==> config.mk <==
export PLATFORM = sky130hd
export DESIGN_NAME = refresh_scheduler
export DESIGN_NICKNAME = d
export VERILOG_FILES = /design/src/rtl/refresh_scheduler.sv
export SDC_FILE = /design/constraint.sdc
export NUM_CORES = 1
export LEC_CHECK = 0
export ABC_AREA = 1
export CORE_ASPECT_RATIO = 2
export CORE_MARGIN = 3
export CORE_UTILIZATION = 30
export DETAILED_ROUTE_END_ITERATION = 12
export DONT_BUFFER_PORTS = 1
export GPL_TIMING_DRIVEN = 0
export HOLD_SLACK_MARGIN = 0.12
export PLACE_DENSITY = 0.41
export SETUP_SLACK_MARGIN = 0.1
export SLEW_MARGIN = 20
export SYNTH_ARGS = -nofsm -noshare
export SYNTH_HDL_FRONTEND = slang
export SYNTH_SLANG_ARGS = --single-unit
==> constraint.sdc <==
create_clock -name clk -period 1.97 [get_ports clk]
set_input_delay 0.2955 -clock clk [delete_from_list [all_inputs] [get_ports clk]]
set_output_delay 0.2955 -clock clk [all_outputs]
set_load 0.01 [all_outputs]
==> src/rtl/refresh_scheduler.sv <==
// refresh_scheduler: postpones, sequences (PREA/REF) and times DRAM refreshes; define REFRESH_BURST_EN for back-to-back REF bursts
module refresh_scheduler #(
   parameter int MAX_PENDING   = 8,
   parameter int URGENT_THRESH = 4,
   parameter int T_RP          = 3,
   parameter int T_RFC         = 30
) (
   input  logic                               clk,
   input  logic                               rst,
   input  logic                               refresh_flag,
   input  logic                               ctrl_idle,
   input  logic                               bank_open,
   input  logic                               cmd_ready,
   output logic                               cmd_valid,
   output logic [1:0]                         cmd_op,
   output logic                               ref_hold,
   output logic                               ref_urgent,
   output logic                               ref_done,
   output logic [$clog2(MAX_PENDING+1)-1:0]   pending,
   output logic                               ref_overflow
);
   localparam int PW = $clog2(MAX_PENDING + 1);
   localparam int CW = $clog2((T_RFC > T_RP ? T_RFC : T_RP) + 1);
   typedef enum logic [2:0] {IDLE, DRAIN, PREA, WAIT_RP, REF, WAIT_RFC} state_t;
   state_t state, state_d;
   logic [CW-1:0] cnt, cnt_d;
   logic accept, ref_accept, burst, ref_done_d;
   assign accept = cmd_valid & cmd_ready;
   assign ref_accept = accept & (state == REF);
`ifdef REFRESH_BURST_EN
   assign burst = 1'b1;
`else
   assign burst = 1'b0;
`endif
   assign ref_urgent = pending >= PW'(URGENT_THRESH);
   assign cmd_op = !cmd_valid ? 2'b00 : (state == REF) ? 2'b10 : 2'b01;
   assign ref_done_d = (ref_accept && T_RFC == 1) || (state == WAIT_RFC && cnt == CW'(1));
   always_comb begin
      state_d = state;
      cnt_d = cnt;
      case (state)
         IDLE: if (pending != '0 && (ctrl_idle || ref_urgent)) state_d = DRAIN;
         DRAIN: if (ctrl_idle) state_d = bank_open ? PREA : REF;
         PREA: if (accept) begin
            state_d = (T_RP == 1) ? REF : WAIT_RP;
            cnt_d = CW'(T_RP - 1);
         end
         WAIT_RP: begin
            state_d = (cnt == CW'(1)) ? REF : WAIT_RP;
            cnt_d = cnt - CW'(1);
         end
         REF: if (accept) begin
            state_d = WAIT_RFC;
            cnt_d = CW'(T_RFC - 1);
         end
         WAIT_RFC: begin
            state_d = (cnt != '0) ? WAIT_RFC : (burst && pending != '0) ? REF : IDLE;
            cnt_d = cnt - CW'(1);
         end
         default: state_d = IDLE;
      endcase
   end
   always_ff @(posedge clk) begin
      if (rst) begin
         state <= IDLE;
         cnt <= '0;
         cmd_valid <= 1'b0;
         ref_hold <= 1'b0;
         ref_done <= 1'b0;
         pending <= '0;
         ref_overflow <= 1'b0;
      end else begin
         state <= state_d;
         cnt <= cnt_d;
         cmd_valid <= state_d == PREA || state_d == REF;
         ref_hold <= state_d != IDLE;
         ref_done <= ref_done_d;
         if (refresh_flag && !ref_accept) begin
            if (pending == PW'(MAX_PENDING)) ref_overflow <= 1'b1;
            else pending <= pending + PW'(1);
         end else if (ref_accept && !refresh_flag) begin
            pending <= pending - PW'(1);
         end
      end
   end
endmodule
==> metrics.yaml <==
synth_edf_count: 0
crit_path_max_incr_delay_ns: 0.37
antenna-diode-count: 0
coreArea_sq_um: 3048
r2r-start: "state[1]"
ys.flop_type: "dfxtp_1"
fp-row-count: 28
place_area_sq_um: 1017
antenna_found_initial: 0
grt_usage: 0.1418
hold_end: "pending[3]"
timing.final.hold_violations: 0
p_leak_uw: 0.0005191
vias: 955
ys_warn_count: 0
finalSetupTns_ns: 0
htree_levels: 1
dp_hpwl_um: 1984
syn_area_per_cell_sq_um: 6.403
setup_viol: 0
syn_area_sq_um: 979.7
whs_ns: 0.3414
drive_gt1_frac: 0.1266
crit_required_ns: 2.12
critPathCaptureType: "flip-flop"
hold_class: "in -> reg"
ant_nets: 0
grt_pass1_wl_um: 4098
tightest_slew_ns: 0.3842
synth_area_leader_cell: "dfxtp_1"
cts_tree: "done"
worst_path_most_repeated_cell: "nor2_1"
drv_cap: 0
crit_chain: "nor2_4 > nand3_4 > nand2_2 > ha_4 > nand2_1 > nand2_1 > nor2_1 > nand3_1 > nand2_1 > nor2_1 > nor2_1 > nor2_1"
vias_per_cell: 5.080
crit_path_top_delay_cell: "dfxtp_1"
grt_overflow: 0
whs_path_depth: 4
synth.ff_latch_count: 16
grt_pass1_vias: 973
dieArea_sq_um: 4029
synth_area_leaders: "dfxtp_1 33%, nand2_1 13%, nor2_1 10%"
place.gp.congestion: 0.7779
drt-initial-drc-count: 19
peakVddDrop_mv: 0.3483
wirelength_um: 2419
clk_pin_slew_worst_paths_ns: 0.06
dp_cells: 183
clk_latency_ns: 0.25
path_max_fanout: 5
syn_inst: 153
grt_start_max_net_pins: 10
fin_crit_sh: 0.8443
portBuffers: 0
worst-setup-path-type: "reg -> reg"
ys_types: 20
cts.sinks: 16
regToRegEndpoint: "pending[3]"
async_flop_share: 0
holdCritStartpoint: "refresh_flag"
start_util: 0.3214
cts-root-buf: "clkbuf_8"
cts_max_path_buffers: 2
fin_area_sq_um: 1111
fmaxAchievable_mhz: 601.2
post-route-min-period_ns: 1.663
instances_no_fill: 188
worstPathArrival_ns: 1.82
area_delta_synth_final_pct: 13.41
wire_per_inst_um: 12.87
die_w_um: 46.41
slew_headroom: 0.7439
synth_top_area_frac: 0.3269
fill_cells: 333
yosysSeqAreaShare: 0.3269
synth_nets: 164
critical_path.startpoint_type: "flip-flop"
final_max_slew_viol_count: 0
rsz0062_at_grt: "no"
ioPinCount: 17
post-route-drc-count: 0
die_h_um: 86.82
first_pass_iters: 4
cts_buffers: 3
p_per_area_nw_per_um2: 840.8
rrSetupSlack_ns: 0.31
ff2ff_path_depth: 12
nets: 171
power_uw: 934.2
status: "complete, no violations"
finClkSkew_ns: 0.001603
-- cells by family (layout without fill, tap and decap cells) --
| family | Yosys count | in the layout | share of synthesized area |
|---|---|---|---|
| compound gates | 19 | 19 | 0.1124 |
| fa+ha+maj | 5 | 5 | 0.07152 |
| xor+xnor | 3 | 3 | 0.02682 |
| simple gates | 85 | 85 | 0.3665 |
| flops | 16 | 16 | 0.3270 |
| buf+inv | 25 | 30 | 0.09579 |
-- critical path: cells and delay by family (launching register included) --
| family | cells | cell delay, ns |
|---|---|---|
| and+or+nand+nor | 11 | 0.95 |
| DFF | 1 | 0.37 |
| adders and majority gates | 1 | 0.22 |
-- state kept, by name, indices dropped and copies added (netlist names) --
register      count
cmd_valid         1
ref_overflow      1
ref_done          1
ref_hold          1
cnt               5
state             3
pending           4
-- power by group --
part	internal (uW)	switching, uW
logic	98.8	164
clock network	136	116
registers	362	57.8
total	597	337
-- per-stage QoR --
step                      worst slack [ns]    util
final                               0.3066  0.3645
after detailed placement          -0.03908  0.3337
after global routing                0.1522  0.3645
after floorplan                     0.2656       -
after global placement            -0.03471  0.3337
after CTS                           0.1040  0.3534
-- cells in the final DEF, fill, tap and decap left out --
cell type	netlist	final
nand2_2	3	4
clkbuf_1	1	1
nor2_1	26	26
nand2_1	35	34
a21oi_1	6	6
dfxtp_4	0	1
buf_4	0	2
nand4_1	4	4
dfxtp_1	16	14
fa_1	1	1
inv_2	3	4
o21a_1	2	2
xnor2_1	2	2
dfxtp_2	0	1
nand3_1	14	13
o21ai_0	8	8
nor2_4	0	1
ha_4	0	1
ha_1	4	3
nand3_4	0	1
o211ai_1	1	1
inv_1	21	20
o21ai_2	2	2
clkbuf_8	0	3
xor2_1	1	1
nor3_1	2	2
-- layout make-up --
type                            instances  area [sq um]  share of cell area
Multi-Input combinational cell        112         598.1              0.5383
Sequential cell                        16         325.3              0.2928
Inverter                               24         90.09             0.08108
Clock buffer                            3         41.29             0.03716
Tap cell                               30         37.54             0.03378
Timing Repair Buffer                    2         15.01             0.01351
Buffer                                  1         3.754            0.003378
-- layer usage --
layer / vias to the layer above / wire, um / GRT usage
met2: 23 / 1340 / 0.2550
met3: 5 / 150 / 0.02911
met5: - / 0 / 0
li1: 494 / - / -
met4: 0 / 66 / 0.07772
met1: 433 / 861 / 0.1392
-- how the worst max path moves through the flow --
stage               startpoint         end  slack [ns]  cells past startpoint
finish                state[1]  pending[3]        0.31                     12
global route         cmd_valid  pending[3]        0.15                     13
CTS                  cmd_valid  pending[3]        0.10                     13
detailed placement   cmd_valid  pending[3]       -0.04                     13
global placement     cmd_valid  pending[3]       -0.03                     13
floorplan            cmd_valid  pending[3]        0.27                     13
-- timing repair --
item | in CTS | in global routing
pin swaps | 1 | 0
setup endpoints to repair | 1 | 2
hold buffers | 0 | 0
gates resized for setup | 2 | 7
buffers inserted | 2 | 0
-- synth_stat cells, drive strengths merged (2+ instances only) --
master	number
nand2	38
dfxtp	16
nor3	2
a21oi	6
o21ai	10
nand3	14
o21a	2
xnor2	2
nor2	27
nand4	4
ha	4
inv	24
Note: power is estimated with default switching activity, not from simulation.
==> edit, RTL diff (same settings) <==
Reset style: asynchronous (`rst`), changed in one clocked block.
--- a/src/rtl/refresh_scheduler.sv
+++ b/src/rtl/refresh_scheduler.sv
@@ -60,7 +60,7 @@
          default: state_d = IDLE;
       endcase
    end
-   always_ff @(posedge clk) begin
+   always_ff @(posedge clk or posedge rst) begin
       if (rst) begin
          state <= IDLE;
          cnt <= '0;
Check against the original RTL: differs if rst is asserted again (counterexample within 4 cycles, from zero or initial values and one cycle with rst high); with rst held inactive, the same outputs for 10 cycles.
==> edit against the unedited design <==
- fmax is 4.6% lower
- sequential share of layout area is 4.9 points higher
- clock skew is 0.0031 ns higher
- synthesized area is 5.5% higher
- wire length is 0.17% lower
- first-iteration DRC count is 42% lower
- non-clock buffer count is 1 higher
- design area is 6.5% higher
- sequential cell count stayed put
- setup slack worse by 0.080 ns
- hold slack worse by 0.044 ns
- count of clock-buffer cells in the layout is 1 higher
- critical path type unchanged
- largest cell class unchanged
Power is not compared: it rests on default switching activity, and its combinational part moved more than twofold at a synthesized area within 25%.
==> edit: results (changes against the unedited design) <==
Outcome
The flow ran to the end, and the final reports show no timing, DRC or antenna violations.

Power
The clock network power consumption is 0.000298 W. The peak supply drop is 669 uV. The reported sequential group power is between 0.0006 and 0.0007 W. The static power due to leakage is 0.623 nW.

Of the total power, the share spent switching nets is 0.469.

Finish
The share of cells above drive strength 1 came to 0.195 (+0.0680). The antenna diode instance count is 0 (unchanged). The filler cell count is 352 (+5.7%). The largest registers in the layout are cnt: 5 flops, pending: 4 flops, state: 3 flops.

The final net count is 161 (-5.8%).

Global routing
The initial antenna violation count was 0 (unchanged). The largest net degree at the start of global routing came to 17 (+7). The global routing usage summed across all routing layers is 0.128 (-0.0137). The global-route wire length before repair is 3770 um (-8.1%). The via count of the first global-routing pass is 879 (-9.7%).

Yosys
The synthesized net count is 153 (-6.7%). By area the synthesized netlist is led by dfrtp_1 39%, nand2_1 13%, inv_1 7.3%, nor2_1 6.5%, ha_1 4.8%. The mux contribution to synthesized area came to 0 (unchanged). The count of warnings emitted by yosys is 0 (unchanged).

The share of async-settable or async-resettable flops after synthesis was 1.00 (+1.00). The part of the Yosys area used for sequential elements is 0.387 (+0.0605). The adder-cell share of the synthesized area is 0.0678 (-0.00372). For this run, the leading register cell type out of synthesis is dfrtp_1. The share of the synthesized netlist area taken by xor and xnor gates is 0.0339 (+0.00708). The number of distinct library cells after synthesis is 24 (+20%).

The fraction of the mapped netlist area in compound gates was 0.0690 (-0.0434). Ranked by instance count, the synthesized netlist is headed by 37 x nand2_1, 20 x inv_1, 18 x nor2_1, 16 x dfrtp_1, 10 x nand3_1.

Detailed routing
The detailed-route via count was 852 (-11%). The initial DRC count came to 11 (-8). The count of antenna-violating nets left after detailed routing is 0 (unchanged). The final routed wire length divided by cell count is 13.4 um (+4.3%).

The detailed-routing iteration count for the pre-antenna-repair pass came to 4 (unchanged).

Clock network
The H-tree depth reported by CTS was 1 (unchanged). The clock root buffer is clkbuf_8. The total CTS buffers is 3 (unchanged). The clock network latency to the later pin of the worst-skew pair came to 0.25 ns (about the same).

Place
The pre-CTS worst setup slack came to -0.0693 ns (-0.0302 ns). The HPWL after detailed placement is 1950 um (-1.5%). The placer's final routability congestion estimate was 0.726 (-6.7%).

Setup path
The largest fanout on the critical path came to 6 (+1). The delay contributed by the slowest stage of the critical path was 0.47 ns (+0.10 ns). The largest individual stage delay along the critical path comes from the cell dfrtp_2.

The family with the most delay on the worst path is simple AND/OR/NAND/NOR gates. The data arrival at the endpoint of the critical path is 1.89 ns (+0.07 ns).

STA
The number of setup violations in the final report is 0 (unchanged). The setup skew after layout is 0.00474 ns (+0.00314 ns). The setup TNS is 0 ns (unchanged).

The pin slew with the least headroom to its limit came to 0.674 ns (+0.290 ns).

Min path
The type of the worst min-delay path is input port to register.
## edit: cell count changes in the layout (fill, tap and decap cells not counted), sizes merged, moves of 2 or more
cell	before	now
nor2	27	21
dfrtp	0	16
nand2	38	43
o21a	2	0
dfxtp	16	0
nand3	14	11
nand4	4	2
o21ai	10	7
## edit: layout make-up
class | instances | area [um^2] | area share
tap | 31 | 38.8 | 0.0328
inverter | 24 | 93.8 | 0.0793
multi-input combinational | 101 | 559 | 0.473
buffer | 1 | 7.51 | 0.00634
clock buffer | 4 | 55.1 | 0.0465
timing repair buffer | 3 | 25.0 | 0.0211
sequential | 16 | 404 | 0.341
## edit: what timing repair did
item / in CTS / in global routing
endpoints found under the setup margin: 1 / 1
pin swaps: 1 / 0
hold buffers: 1 / 0
gates resized for setup: 6 / 2
buffers inserted: 1 / 1
endpoints found under the hold margin: 16 / 0
## edit: worst min-delay path, stage by stage
cell and delay [ns]:
nand3_1 0.09, nand3_1 0.08, nand2_1 0.05
## edit: per-stage QoR
stage	cells	area [um^2]
after floorplan	142	1030
after global placement	173	1070
after detailed placement	173	1070
after CTS	179	1160
after global routing	180	1180
final	180	1180
## edit: worst paths after layout
| check | depth (start not counted) | start | to | slack (ns) |
|---|---|---|---|---|
| setup / recovery | 12 | state[0] | pending[3] | 0.23 |
| hold / removal | 3 | refresh_flag | pending[1] | 0.30 |
| setup reg to reg | 12 | state[0] | pending[3] | 0.23 |
| hold reg to reg | 2 | cnt[0] | cnt[0] | 0.53 |
| max in group asynchronous | 2 | rst | state[1] | 0.91 |
| min in group asynchronous | 2 | rst | pending[0] | 0.58 |
## edit: metal layers
metal	GRT usage	wire [um]	share of wire	up-vias
met2	0.256	1440	0.60	12
met3	0.0222	90	0.037	2
met4	0.0453	27	0.011	0
met1	0.116	858	0.36	387
li1	-	-	-	451
met5	0	0	0	-
